--- config.mk ---
export PLATFORM = sky130hd
export DESIGN_NAME = fre_sweep_ctrl
export DESIGN_NICKNAME = d
export VERILOG_FILES = /design/src/rtl/sweep_pkg.sv /design/src/rtl/dwell_timer.sv /design/src/rtl/fre_sweep_ctrl.sv
export SDC_FILE = /design/constraint.sdc
export NUM_CORES = 1
export LEC_CHECK = 0
export ABC_AREA = 1
export BUFFER_PORTS_ARGS = -buffer_cell sky130_fd_sc_hd__buf_2
export CAP_MARGIN = 40
export CORE_MARGIN = 2
export CORE_UTILIZATION = 40
export CTS_BUF_LIST = sky130_fd_sc_hd__clkbuf_8 sky130_fd_sc_hd__clkbuf_16
export DETAILED_ROUTE_END_ITERATION = 10
export PLACE_DENSITY = 0.68
export SLEW_MARGIN = 20
export SYNTH_ARGS = -nofsm -noshare
export SYNTH_HDL_FRONTEND = slang
export SYNTH_HIERARCHICAL = 1
export SYNTH_SLANG_ARGS = --single-unit
export TNS_END_PERCENT = 100
--- constraint.sdc ---
create_clock -name clk -period 4.9 [get_ports clk]
set_input_delay 0.49 -clock clk [delete_from_list [all_inputs] [get_ports clk]]
set_output_delay 0.49 -clock clk [all_outputs]
set_load 0.1 [all_outputs]
--- src/rtl/sweep_pkg.sv ---
// rtl/sweep_pkg.sv - shared state encoding and default constants for the frequency-sweep sequencer
package sweep_pkg;

    typedef enum logic [1:0] {
        IDLE = 2'd0,
        RUN  = 2'd1,
        DONE = 2'd2
    } sweep_st_t;

    localparam int unsigned BASE_STEP    = 34300;
    localparam int unsigned IDLE_FRE_DEF = BASE_STEP * 3;

endpackage

--- src/rtl/dwell_timer.sv ---
// rtl/dwell_timer.sv - dwell down-counter; expire is high in the last cycle of a dwell
module dwell_timer #(
    parameter int W = 24
) (
    input  logic         clk,
    input  logic         rst_n,
    input  logic         load,
    input  logic [W-1:0] load_val,
    output logic         expire
);

    logic [W-1:0] cnt;

    // A load of 0 behaves as 1 so a zero dwell still holds each word one cycle
    always_ff @(posedge clk or negedge rst_n) begin
        if (!rst_n) begin
            cnt <= '0;
        end else if (load) begin
            cnt <= (load_val == '0) ? W'(1) : load_val;
        end else if (cnt > W'(1)) begin
            cnt <= cnt - W'(1);
        end
    end

    assign expire = (cnt == W'(1));

endmodule

--- src/rtl/fre_sweep_ctrl.sv ---
// rtl/fre_sweep_ctrl.sv - DDS frequency-word sweep sequencer; SWEEP_LOOP_EN selects continuous sweeping
module fre_sweep_ctrl
    import sweep_pkg::*;
#(
    parameter int FRE_W = 32,
    parameter int DWELL_W = 24,
    parameter logic [FRE_W-1:0] IDLE_FRE = FRE_W'(IDLE_FRE_DEF)
) (
    input  logic               clk,
    input  logic               rst_n,
    input  logic               start,
    input  logic               abort,
    input  logic [FRE_W-1:0]   cfg_fre_start,
    input  logic [FRE_W-1:0]   cfg_fre_stop,
    input  logic [FRE_W-1:0]   cfg_fre_step,
    input  logic [DWELL_W-1:0] cfg_dwell,
    output logic [FRE_W-1:0]   fre_k,
    output logic               fre_upd,
    output logic               busy,
    output logic               done,
    output logic               cfg_err
);

    localparam logic [1:0] S_IDLE = IDLE;
    localparam logic [1:0] S_RUN  = RUN;
    localparam logic [1:0] S_DONE = DONE;

    logic [1:0]         state;
    logic [FRE_W-1:0]   sh_stop;
    logic [FRE_W-1:0]   sh_step;
    logic [DWELL_W-1:0] sh_dwell;
`ifdef SWEEP_LOOP_EN
    logic [FRE_W-1:0]   sh_start;
`endif

    logic [FRE_W:0]     nxt;
    logic               cfg_bad;
    logic               launch;
    logic               step_now;
    logic               restart;
    logic               tmr_load;
    logic [DWELL_W-1:0] tmr_val;
    logic               expire;

    always_comb begin
        // One extra bit so a carry out of the word counts as overshooting stop
        nxt      = {1'b0, fre_k} + {1'b0, sh_step};
        cfg_bad  = (cfg_fre_step == '0) || (cfg_fre_start > cfg_fre_stop);
        launch   = (state == S_IDLE) && start && !abort && !cfg_bad;
        step_now = (state == S_RUN) && expire && !abort && (fre_k != sh_stop);
`ifdef SWEEP_LOOP_EN
        restart  = (state == S_DONE) && !abort;
`else
        restart  = 1'b0;
`endif
        tmr_load = launch || step_now || restart;
        tmr_val  = launch ? cfg_dwell : sh_dwell;
    end

    dwell_timer #(.W(DWELL_W)) u_dwell (
        .clk      (clk),
        .rst_n    (rst_n),
        .load     (tmr_load),
        .load_val (tmr_val),
        .expire   (expire)
    );

    always_ff @(posedge clk or negedge rst_n) begin
        if (!rst_n) begin
            state    <= S_IDLE;
            fre_k    <= IDLE_FRE;
            fre_upd  <= 1'b0;
            busy     <= 1'b0;
            done     <= 1'b0;
            cfg_err  <= 1'b0;
            sh_stop  <= '0;
            sh_step  <= '0;
            sh_dwell <= '0;
`ifdef SWEEP_LOOP_EN
            sh_start <= '0;
`endif
        end else begin
            fre_upd <= 1'b0;
            done    <= 1'b0;
            cfg_err <= 1'b0;
            if (abort) begin
                state   <= S_IDLE;
                fre_k   <= IDLE_FRE;
                fre_upd <= (fre_k != IDLE_FRE);
                busy    <= 1'b0;
            end else begin
                case (state)
                    S_IDLE: begin
                        if (start) begin
                            sh_stop  <= cfg_fre_stop;
                            sh_step  <= cfg_fre_step;
                            sh_dwell <= cfg_dwell;
`ifdef SWEEP_LOOP_EN
                            sh_start <= cfg_fre_start;
`endif
                            if (cfg_bad) begin
                                cfg_err <= 1'b1;
                            end else begin
                                fre_k   <= cfg_fre_start;
                                fre_upd <= 1'b1;
                                busy    <= 1'b1;
                                state   <= S_RUN;
                            end
                        end
                    end
                    S_RUN: begin
                        if (expire) begin
                            if (fre_k == sh_stop) begin
                                state <= S_DONE;
                                done  <= 1'b1;
`ifndef SWEEP_LOOP_EN
                                busy  <= 1'b0;
`endif
                            end else if (nxt > {1'b0, sh_stop}) begin
                                fre_k   <= sh_stop;
                                fre_upd <= 1'b1;
                            end else begin
                                fre_k   <= nxt[FRE_W-1:0];
                                fre_upd <= 1'b1;
                            end
                        end
                    end
                    S_DONE: begin
`ifdef SWEEP_LOOP_EN
                        fre_k   <= sh_start;
                        fre_upd <= 1'b1;
                        state   <= S_RUN;
`else
                        state   <= S_IDLE;
`endif
                    end
                    default: state <= S_IDLE;
                endcase
            end
        end
    end

endmodule

==> flow_summary.html, run 1 <==
<table>
<tr><th>Metric</th><th>Value</th></tr>
<tr><th colspan="2">Setup path</th></tr>
<tr><td>Startpoint of the most critical setup path</td><td>fre_k[0]</td></tr>
<tr><td>Slowest CP cell</td><td>sky130_fd_sc_hd__nand2_2</td></tr>
<tr><td>CP Data Arrival Time</td><td>4.73 ns</td></tr>
<tr><td>Critical-path cell list</td><td>ha_1, fa_1, nand3_1, nand2_2, a21oi_1, o21ai_0, nand2_1, nand2_1, xor2_1, inv_1, ha_1, nand2_1, inv_1, nand3_1, nor4_1, nand4_2, nand2_2, nand2_1, nand3_1, a21oi_1</td></tr>
<tr><td>Largest incremental delay on the critical path</td><td>0.62 ns</td></tr>
<tr><td>Crit Path Max Fanout</td><td>32</td></tr>
<tr><td>Reg-to-reg critical path startpoint</td><td>fre_k[0]</td></tr>
<tr><td>Most numerous cell on the critical path</td><td>sky130_fd_sc_hd__nand2_1</td></tr>
<tr><td>Data required time at the worst endpoint</td><td>5.22 ns</td></tr>
<tr><td>Critical path launch point type</td><td>flip-flop</td></tr>
<tr><td>Worst Setup Path Type</td><td>flip-flop to flip-flop</td></tr>
<tr><td>Endpoint class of the critical path</td><td>flip-flop</td></tr>
<tr><th colspan="2">Route</th></tr>
<tr><td>Routed WL per cell</td><td>15.3 um</td></tr>
<tr><td>Final WL</td><td>35.6 mm</td></tr>
<tr><td>Met3 routed WL</td><td>1.84 mm</td></tr>
<tr><td>Routed vias/inst</td><td>5.04</td></tr>
<tr><td>Iter 0 DRT Violations</td><td>724</td></tr>
<tr><td>Highest Signal Layer</td><td>met5</td></tr>
<tr><td>Wire length on met1</td><td>16.4 mm</td></tr>
<tr><td>Antenna Nets Post-Route</td><td>0</td></tr>
<tr><td>DR DRC count</td><td>0</td></tr>
<tr><td>First-pass iteration count of the detailed router</td><td>7</td></tr>
<tr><td>Met2 wirelength from detailed routing</td><td>16.5 mm</td></tr>
<tr><td>Vias</td><td>11,726</td></tr>
<tr><th colspan="2">Yosys</th></tr>
<tr><td>Post-Syn Area</td><td>12,100 um^2</td></tr>
<tr><td>Count of warnings emitted by yosys</td><td>6</td></tr>
<tr><td>Synthesis-stage register bit count</td><td>150</td></tr>
<tr><td>Count of cell types in the netlist</td><td>48</td></tr>
<tr><td>Commonest register cell after synthesis</td><td>sky130_fd_sc_hd__dfrtp_1</td></tr>
<tr><td>Post-Syn Instances</td><td>1,779</td></tr>
<tr><td>Asr flop ratio synth</td><td>100%</td></tr>
<tr><td>Count of flip-flops with a built-in enable after synthesis</td><td>0</td></tr>
<tr><td>Net count after synthesis</td><td>2,002</td></tr>
<tr><td>Sequential area share after synthesis</td><td>31.1%</td></tr>
<tr><td>Synthesized area per cell</td><td>6.81 um^2</td></tr>
<tr><th colspan="2">Clock network</th></tr>
<tr><td>Cts-stage hold buffer count</td><td>1</td></tr>
<tr><td>CTS H-tree lvls</td><td>4</td></tr>
<tr><td>Master cell of the clock root buffer</td><td>sky130_fd_sc_hd__clkbuf_16</td></tr>
<tr><td>Sinks on Clock Net</td><td>150</td></tr>
<tr><td>Later-pin clock latency in the skew report</td><td>0.45 ns</td></tr>
<tr><td>CTS buffer count</td><td>17</td></tr>
<tr><td>Post-CTS clock slew at the launch and capture registers of the worst setup and hold paths</td><td>0.07 ns</td></tr>
<tr><td>Setup bufs post-CTS</td><td>0</td></tr>
<tr><td>Gates resized, CTS repair</td><td>0</td></tr>
<tr><td>Clock tree from TritonCTS</td><td>done</td></tr>
<tr><td>Maximum buffer depth of the clock tree</td><td>2</td></tr>
<tr><th colspan="2">Floorplan</th></tr>
<tr><td>Total number of placement rows</td><td>63</td></tr>
<tr><td>Die width</td><td>178 um</td></tr>
<tr><td>Effective utilization at floorplan</td><td>40.8%</td></tr>
<tr><td>Overall die height</td><td>178 um</td></tr>
<tr><td>Core ar.</td><td>29,700 um^2</td></tr>
<tr><td>Die Outline Area</td><td>31,700 um^2</td></tr>
<tr><td># IOs</td><td>160</td></tr>
<tr><th colspan="2">Job</th></tr>
<tr><td>Number of max-cap violations</td><td>0</td></tr>
<tr><th colspan="2">Finish</th></tr>
<tr><td>Most frequent standard cell in the layout excluding fill and tap cells</td><td>sky130_fd_sc_hd__nand2_1</td></tr>
<tr><td>Share of cells above drive strength 1</td><td>15.3%</td></tr>
<tr><td>Post-Layout Cell Count</td><td>2,328</td></tr>
<tr><td>Antenna diodes</td><td>0</td></tr>
<tr><td>Post-synthesis to final-layout area growth</td><td>15.4%</td></tr>
<tr><td>Highest-count cells in the layout ignoring fill and taps</td><td>sky130_fd_sc_hd__nand2_1, sky130_fd_sc_hd__inv_1, sky130_fd_sc_hd__nor2_1</td></tr>
<tr><td>Utilization of the core after routing</td><td>47.0%</td></tr>
<tr><td>Final Net Count</td><td>2,148</td></tr>
<tr><th colspan="2">GRT</th></tr>
<tr><td>Number of antenna violations at the first check in global routing</td><td>2</td></tr>
<tr><td>Wire length of the first global-routing pass</td><td>57.2 mm</td></tr>
<tr><td>Overall Global Routing Usage</td><td>23.0%</td></tr>
<tr><td>Largest net degree at the start of global routing</td><td>93</td></tr>
<tr><td>Overflow after GRT</td><td>0</td></tr>
<tr><td>Via count of the first global-routing pass</td><td>11,189</td></tr>
<tr><th colspan="2">Pwr</th></tr>
<tr><td>Power Total</td><td>0.0111 W</td></tr>
<tr><td>Standby leakage power</td><td>7.61 nW</td></tr>
<tr><td>Peak supply drop</td><td>0.536 mV</td></tr>
<tr><td>Power density cells</td><td>791 nW/um^2</td></tr>
<tr><th colspan="2">STA</th></tr>
<tr><td>Headroom to the max-slew limit</td><td>46.8%</td></tr>
<tr><td>Number of endpoints with negative hold slack in the final report</td><td>0</td></tr>
<tr><td>Setup skew after layout</td><td>0.0137 ns</td></tr>
<tr><td>Endpoints failing setup</td><td>0</td></tr>
<tr><td>Aggregate negative setup slack</td><td>0 ns</td></tr>
<tr><td>Total count of max-transition violations in the final report</td><td>0</td></tr>
<tr><td>Post-layout min period</td><td>4.41 ns</td></tr>
<tr><td>Slew of the pin with the lowest slew margin</td><td>0.795 ns</td></tr>
<tr><td>Fmax</td><td>0.227 GHz</td></tr>
<tr><td>Final Cycle Share</td><td>90.1%</td></tr>
<tr><td>Unrepaired setup endpoints after global routing</td><td>false</td></tr>
<tr><th colspan="2">Run status</th></tr>
<tr><td>Run status</td><td>complete, no violations</td></tr>
<tr><th colspan="2">Placed design</th></tr>
<tr><td>Final estimated routing congestion in global placement</td><td>0.891</td></tr>
<tr><td>Placed Cells incl. Taps</td><td>2,293</td></tr>
<tr><td>Port bufs</td><td>159</td></tr>
<tr><td>HPWL after DPL</td><td>27.8 mm</td></tr>
<tr><th colspan="2">Min path</th></tr>
<tr><td>Worst hold-check path type</td><td>input pin to flip-flop</td></tr>
<tr><td>Worst hold path startpoint</td><td>cfg_fre_step[12]</td></tr>
</table>
## cell type report
type | instances | area (um^2)
timing repair buffer | 177 | 992
inverter | 295 | 1110
fill | 3042 | 15700
clock inverter | 14 | 210
tap | 390 | 488
multi-input combinational | 1284 | 6980
sequential | 150 | 3760
clock buffer | 18 | 439
## stage by stage
step	instance area, um^2	hold WS (ns)	setup WS (ns)
global placement	13300	0.466	0.666
global route	14000	0.278	0.0263
floorplan	12100	0.194	0.841
finish	14000	0.290	0.486
CTS	13900	0.277	0.496
detailed placement	13300	0.366	0.578
## cells in the mapped netlist (7+ instances only)
cell	number	area (um^2)
sky130_fd_sc_hd__a21oi_1	98	490
sky130_fd_sc_hd__a31oi_1	7	43.8
sky130_fd_sc_hd__buf_2	16	80.1
sky130_fd_sc_hd__buf_6	7	78.8
sky130_fd_sc_hd__clkbuf_1	19	71.3
sky130_fd_sc_hd__dfrtp_1	141	3530
sky130_fd_sc_hd__dfstp_2	9	236
sky130_fd_sc_hd__ha_1	98	1230
sky130_fd_sc_hd__inv_1	292	1100
sky130_fd_sc_hd__mux2_2	28	315
sky130_fd_sc_hd__nand2_1	451	1690
sky130_fd_sc_hd__nand3_1	108	541
sky130_fd_sc_hd__nand3_2	13	130
sky130_fd_sc_hd__nand4_1	37	231
sky130_fd_sc_hd__nor2_1	205	769
sky130_fd_sc_hd__nor2_2	7	43.8
sky130_fd_sc_hd__nor2_4	7	78.8
sky130_fd_sc_hd__nor3_1	11	55.1
sky130_fd_sc_hd__nor4_1	13	81.3
sky130_fd_sc_hd__o21ai_0	119	596
sky130_fd_sc_hd__xor2_1	22	193
## worst max-delay path, delay by kind of cell (launching register included)
| family | cells | cell delay (ns) |
|---|---|---|
| AND/OR/NAND/NOR | 11 | 2.05 |
| adder cells (fa/ha/maj) | 3 | 0.97 |
| AO/OA/AOI/OAI | 3 | 0.51 |
| flip-flops | 1 | 0.41 |
| XOR/XNOR | 1 | 0.21 |
| buffers and inverters | 2 | 0.13 |
## sequential cells by signal (all words and copies together) (netlist names)
signal	count
sh_stop	32
busy	1
state	2
cfg_err	1
sh_step	32
fre_upd	1
done	1
sh_dwell	24
u_dwell/cnt	24
fre_k	32
## report_power, final
group	switching (W)	internal (W)	leakage, nW
clock network	0.000601	0.000883	0.323
registers	0.000566	0.00175	1.81
logic	0.00499	0.00227	5.48
## final timing paths
check / endpoint / slack [ns] / depth (start not counted)
worst max-delay path: fre_k[17] / 0.49 / 20
worst min-delay path: sh_step[12] / 0.29 / 2
worst max register to register: fre_k[17] / 0.49 / 20
worst min register to register: sh_dwell[8] / 0.48 / 2
max in group asynchronous: sh_dwell[7] / 3.53 / 3
min in group asynchronous: sh_step[15] / 0.46 / 2
## per-layer routing
metal  GRT usage [%]  up-vias
met5               0        -
met1            30.3     5397
met2            38.1      296
met3            4.33       53
li1                -     5976
met4            6.83        4
## cells by family (layout without fill, tap and decap cells)
| kind of cell | Yosys count | count (layout) | synth area share [%] |
|---|---|---|---|
| mux | 28 | 28 | 2.60 |
| flops | 150 | 150 | 31.1 |
| buf+inv | 345 | 504 | 11.4 |
| fa+ha+maj | 99 | 99 | 10.3 |
| xor+xnor | 28 | 28 | 2.02 |
| simple gates | 874 | 874 | 31.4 |
| compound gates | 255 | 255 | 11.2 |
(Power assumes the default switching activity.)
==> run 2, diff against run 1 <==
--- a/config.mk
+++ b/config.mk
@@ -12,7 +12,8 @@
 export CORE_UTILIZATION = 40
 export CTS_BUF_LIST = sky130_fd_sc_hd__clkbuf_8 sky130_fd_sc_hd__clkbuf_16
 export DETAILED_ROUTE_END_ITERATION = 10
-export PLACE_DENSITY = 0.68
+export PLACE_DENSITY = 0.7
+export REMOVE_ABC_BUFFERS = 1
 export SLEW_MARGIN = 20
 export SYNTH_ARGS = -nofsm -noshare
 export SYNTH_HDL_FRONTEND = slang
==> constraint.sdc (replaced) <==
create_clock -name clk -period 4.05 [get_ports clk]
set_input_delay 0.405 -clock clk [delete_from_list [all_inputs] [get_ports clk]]
set_output_delay 0.405 -clock clk [all_outputs]
set_load 0.1 [all_outputs]
==> run 2 against run 1 <==
  * Hold slack worse by 0.083 ns
  * Critical path depth up 7
  * Register-to-register slack worse by 0.15 ns
  * Sequential share of layout area down 0.28 points
  * Die area unchanged
  * Flip-flop and latch count unchanged
  * Cell area up 1.0%
  * Cell count up 0.47%
  * Power up 25%
  * Worst setup slack worse by 0.15 ns
  * Global-route usage up 0.10 points
  * Clock skew down 0.0013 ns
  * Critical path type unchanged
  * Critical endpoint is now fre_k[9]
  * Highest routed layer is now met4
==> flow_summary.html, run 2 (synthesized netlist as in run 1, its figures left out) <==
<table>
<tr><th>Metric</th><th>Value</th></tr>
<tr><th colspan="2">Route</th></tr>
<tr><td>Routed vias/inst</td><td>5.12 (+1.7%)</td></tr>
<tr><td>Final WL</td><td>35.8 mm (+0.72%)</td></tr>
<tr><td>Iter 0 DRT Violations</td><td>870 (+20%)</td></tr>
<tr><td>Routed WL per cell</td><td>15.3 um (+0.25%)</td></tr>
<tr><td>Antenna Nets Post-Route</td><td>0 (unchanged)</td></tr>
<tr><td>First-pass iteration count of the detailed router</td><td>5 (-2)</td></tr>
<tr><td>Vias</td><td>11,980 (+2.2%)</td></tr>
<tr><td>DR DRC count</td><td>0 (unchanged)</td></tr>
<tr><th colspan="2">GRT</th></tr>
<tr><td>Overall Global Routing Usage</td><td>23.1% (+0.10 points)</td></tr>
<tr><td>Largest net degree at the start of global routing</td><td>79 (-15%)</td></tr>
<tr><td>Overflow after GRT</td><td>0 (unchanged)</td></tr>
<tr><td>Number of antenna violations at the first check in global routing</td><td>1 (-1)</td></tr>
<tr><td>Wire length of the first global-routing pass</td><td>58.0 mm (+1.4%)</td></tr>
<tr><td>Via count of the first global-routing pass</td><td>11,580 (+3.5%)</td></tr>
<tr><th colspan="2">Setup path</th></tr>
<tr><td>Worst Setup Path Type</td><td>flip-flop to flip-flop</td></tr>
<tr><td>Cell family with most CP delay</td><td>simple AND/OR/NAND/NOR gates</td></tr>
<tr><td>CP Data Arrival Time</td><td>4.04 ns (-0.69 ns)</td></tr>
<tr><td>Worst Path Buf+Inv</td><td>3 (+1)</td></tr>
<tr><td>Slowest CP cell</td><td>sky130_fd_sc_hd__dfrtp_1</td></tr>
<tr><td>Data required time at the worst endpoint</td><td>4.37 ns (-0.85 ns)</td></tr>
<tr><td>Crit Path Max Fanout</td><td>19 (-41%)</td></tr>
<tr><td>Endpoint class of the critical path</td><td>flip-flop</td></tr>
<tr><td>Most numerous cell on the critical path</td><td>sky130_fd_sc_hd__nand2_1</td></tr>
<tr><td>Largest incremental delay on the critical path</td><td>0.41 ns (-0.21 ns)</td></tr>
<tr><td>Critical path launch point type</td><td>flip-flop</td></tr>
<tr><th colspan="2">Finish</th></tr>
<tr><td>Highest-count cells in the layout ignoring fill and taps</td><td>sky130_fd_sc_hd__nand2_1, sky130_fd_sc_hd__inv_1, sky130_fd_sc_hd__nor2_1</td></tr>
<tr><td>Largest registers</td><td>fre_k x32, sh_step x32, sh_stop x32</td></tr>
<tr><td>Final Net Count</td><td>2,159 (+0.51%)</td></tr>
<tr><td>Share of cells above drive strength 1</td><td>16.6% (+1.4 points)</td></tr>
<tr><td>Filler Cells Inserted</td><td>3,011 (-1.0%)</td></tr>
<tr><td>Post-synthesis to final-layout area growth</td><td>16.6%</td></tr>
<tr><td>Antenna diodes</td><td>0 (unchanged)</td></tr>
<tr><td>Most frequent standard cell in the layout excluding fill and tap cells</td><td>sky130_fd_sc_hd__nand2_1</td></tr>
<tr><th colspan="2">Floorplan</th></tr>
<tr><td>Overall die height</td><td>178 um (unchanged)</td></tr>
<tr><td>Total number of placement rows</td><td>63 (unchanged)</td></tr>
<tr><td>Effective utilization at floorplan</td><td>40.8% (unchanged)</td></tr>
<tr><td>Die Outline Area</td><td>31,700 um^2 (unchanged)</td></tr>
<tr><td>Die width</td><td>178 um (unchanged)</td></tr>
<tr><td># IOs</td><td>160 (unchanged)</td></tr>
<tr><td>Core ar.</td><td>29,700 um^2 (unchanged)</td></tr>
<tr><th colspan="2">STA</th></tr>
<tr><td>Headroom to the max-slew limit</td><td>48.5% (+1.7 points)</td></tr>
<tr><td>Aggregate negative setup slack</td><td>0 ns (unchanged)</td></tr>
<tr><td>Endpoints failing setup</td><td>0 (unchanged)</td></tr>
<tr><td>Setup skew after layout</td><td>0.0124 ns (-0.00133 ns)</td></tr>
<tr><td>Final worst hold slack</td><td>0.208 ns (-0.0825 ns)</td></tr>
<tr><td>Fmax</td><td>0.269 GHz (+19%)</td></tr>
<tr><td>Post-layout min period</td><td>3.72 ns (-0.699 ns)</td></tr>
<tr><td>Final Cycle Share</td><td>91.7% (+1.6 points)</td></tr>
<tr><td>Total count of max-transition violations in the final report</td><td>0 (unchanged)</td></tr>
<tr><td>Number of endpoints with negative hold slack in the final report</td><td>0 (unchanged)</td></tr>
<tr><td>Slew of the pin with the lowest slew margin</td><td>0.773 ns (-0.0223 ns)</td></tr>
<tr><th colspan="2">Pwr</th></tr>
<tr><td>Sw Share</td><td>55.8% (+0.14 points)</td></tr>
<tr><td>Combinational Power Share</td><td>67.4% (+1.8 points)</td></tr>
<tr><td>Fraction of power consumed by the clock network</td><td>12.3% (-1.1 points)</td></tr>
<tr><td>Internal power</td><td>0.00611 W (+24%)</td></tr>
<tr><td>Standby leakage power</td><td>7.65 nW (+0.46%)</td></tr>
<tr><td>Power density cells</td><td>978 nW/um^2 (+24%)</td></tr>
<tr><td>Reg power frac</td><td>20.3% (-0.6 points)</td></tr>
<tr><td>Switching Power</td><td>0.00770 W (+25%)</td></tr>
<tr><td>Peak supply drop</td><td>0.555 mV (+3.6%)</td></tr>
<tr><th colspan="2">Clock network</th></tr>
<tr><td>Sinks on Clock Net</td><td>150 (unchanged)</td></tr>
<tr><td>Maximum buffer depth of the clock tree</td><td>2 (unchanged)</td></tr>
<tr><td>Master cell of the clock root buffer</td><td>sky130_fd_sc_hd__clkbuf_16</td></tr>
<tr><td>CTS H-tree lvls</td><td>4 (unchanged)</td></tr>
<tr><td>Later-pin clock latency in the skew report</td><td>0.44 ns (about the same)</td></tr>
<tr><td>Post-CTS clock slew at the launch and capture registers of the worst setup and hold paths</td><td>0.07 ns (about the same)</td></tr>
<tr><td>Clock tree from TritonCTS</td><td>done</td></tr>
<tr><td>CTS buffer count</td><td>17 (unchanged)</td></tr>
<tr><th colspan="2">Min path</th></tr>
<tr><td>Worst hold-check path type</td><td>input pin to flip-flop</td></tr>
<tr><th colspan="2">Placed design</th></tr>
<tr><td>Port bufs</td><td>159 (unchanged)</td></tr>
<tr><td>HPWL after DPL</td><td>27.8 mm (-0.10%)</td></tr>
<tr><td>Final estimated routing congestion in global placement</td><td>0.911 (+2.2%)</td></tr>
<tr><th colspan="2">Job</th></tr>
<tr><td>Number of max-cap violations</td><td>0 (unchanged)</td></tr>
<tr><th colspan="2">Run status</th></tr>
<tr><td>Run status</td><td>complete, no violations</td></tr>
</table>
==> run 2: cell types whose count changed in the layout (fill, tap and decap cells not counted), sizes merged <==
cell,delta
buf,+11
clkinvlp,+3
bufinv,-2
clkbuf,-1
clkinv,-1
inv,+1
==> run 2: area by class of cell <==
| cell class | instances | area (um^2) | area share (%) |
|---|---|---|---|
| inverters | 295 | 1110 | 7.84 |
| flip-flops and latches | 150 | 3760 | 26.7 |
| clock inverters | 15 | 185 | 1.31 |
| repair buffers | 188 | 1090 | 7.69 |
| well taps | 390 | 488 | 3.45 |
| clock buffers | 17 | 425 | 3.01 |
| multi-input cells | 1284 | 7070 | 50.0 |
==> run 2: worst paths after layout <==
kind	start	end	slack [ns]	depth (start not counted)
max in group asynchronous	rst_n	fre_k[12]	2.56	4
hold reg to reg	sh_dwell[18]	sh_dwell[18]	0.49	2
hold / removal	cfg_fre_step[14]	sh_step[14]	0.21	2
min in group asynchronous	rst_n	sh_dwell[0]	0.45	2
setup / recovery	fre_k[0]	fre_k[9]	0.33	27
setup reg to reg	fre_k[0]	fre_k[9]	0.33	27
==> run 2: power groups by stage <==
stage | combinational [W] | clock (W) | sequential [W]
after floorplan | 0.00548 | 0 | 0.00381
after CTS | 0.00895 | 0.00172 | 0.00278
after detailed placement | 0.00885 | 0 | 0.00280
final | 0.00931 | 0.00170 | 0.00280
after global placement | 0.00870 | 0 | 0.00278
after global routing | 0.0104 | 0.00179 | 0.00287
==> run 2: metal layers <==
metal  share of wire (%)  track usage, %
met3                 6.3            3.77
met1                  47            31.4
met4                 1.5            5.77
met5                   0               0
met2                  46            38.1
==> run 2: what timing repair did <==
| item | CTS | global route |
|---|---|---|
| endpoints found under the setup margin | 0 | 32 |
| hold endpoints to repair | 33 | 0 |
| hold buffers | 1 | 0 |
| resized for setup | 0 | 23 |
| buffers inserted | 0 | 3 |
==> run 2: stage by stage <==
stage / util, % / std cells / total power (W) / setup slack (ns) / instance area [um^2]
after floorplan: - / 1729 / 0.00929 / -1.18 / 11800
after global placement: 44.9 / 2300 / 0.0115 / 0.141 / 13300
after detailed placement: 45.0 / 2302 / 0.0117 / 0.0745 / 13400
after CTS: 47.1 / 2335 / 0.0135 / 0.00918 / 14000
after global routing: 47.5 / 2339 / 0.0151 / -0.00620 / 14100
final: 47.5 / 2339 / 0.0138 / 0.335 / 14100
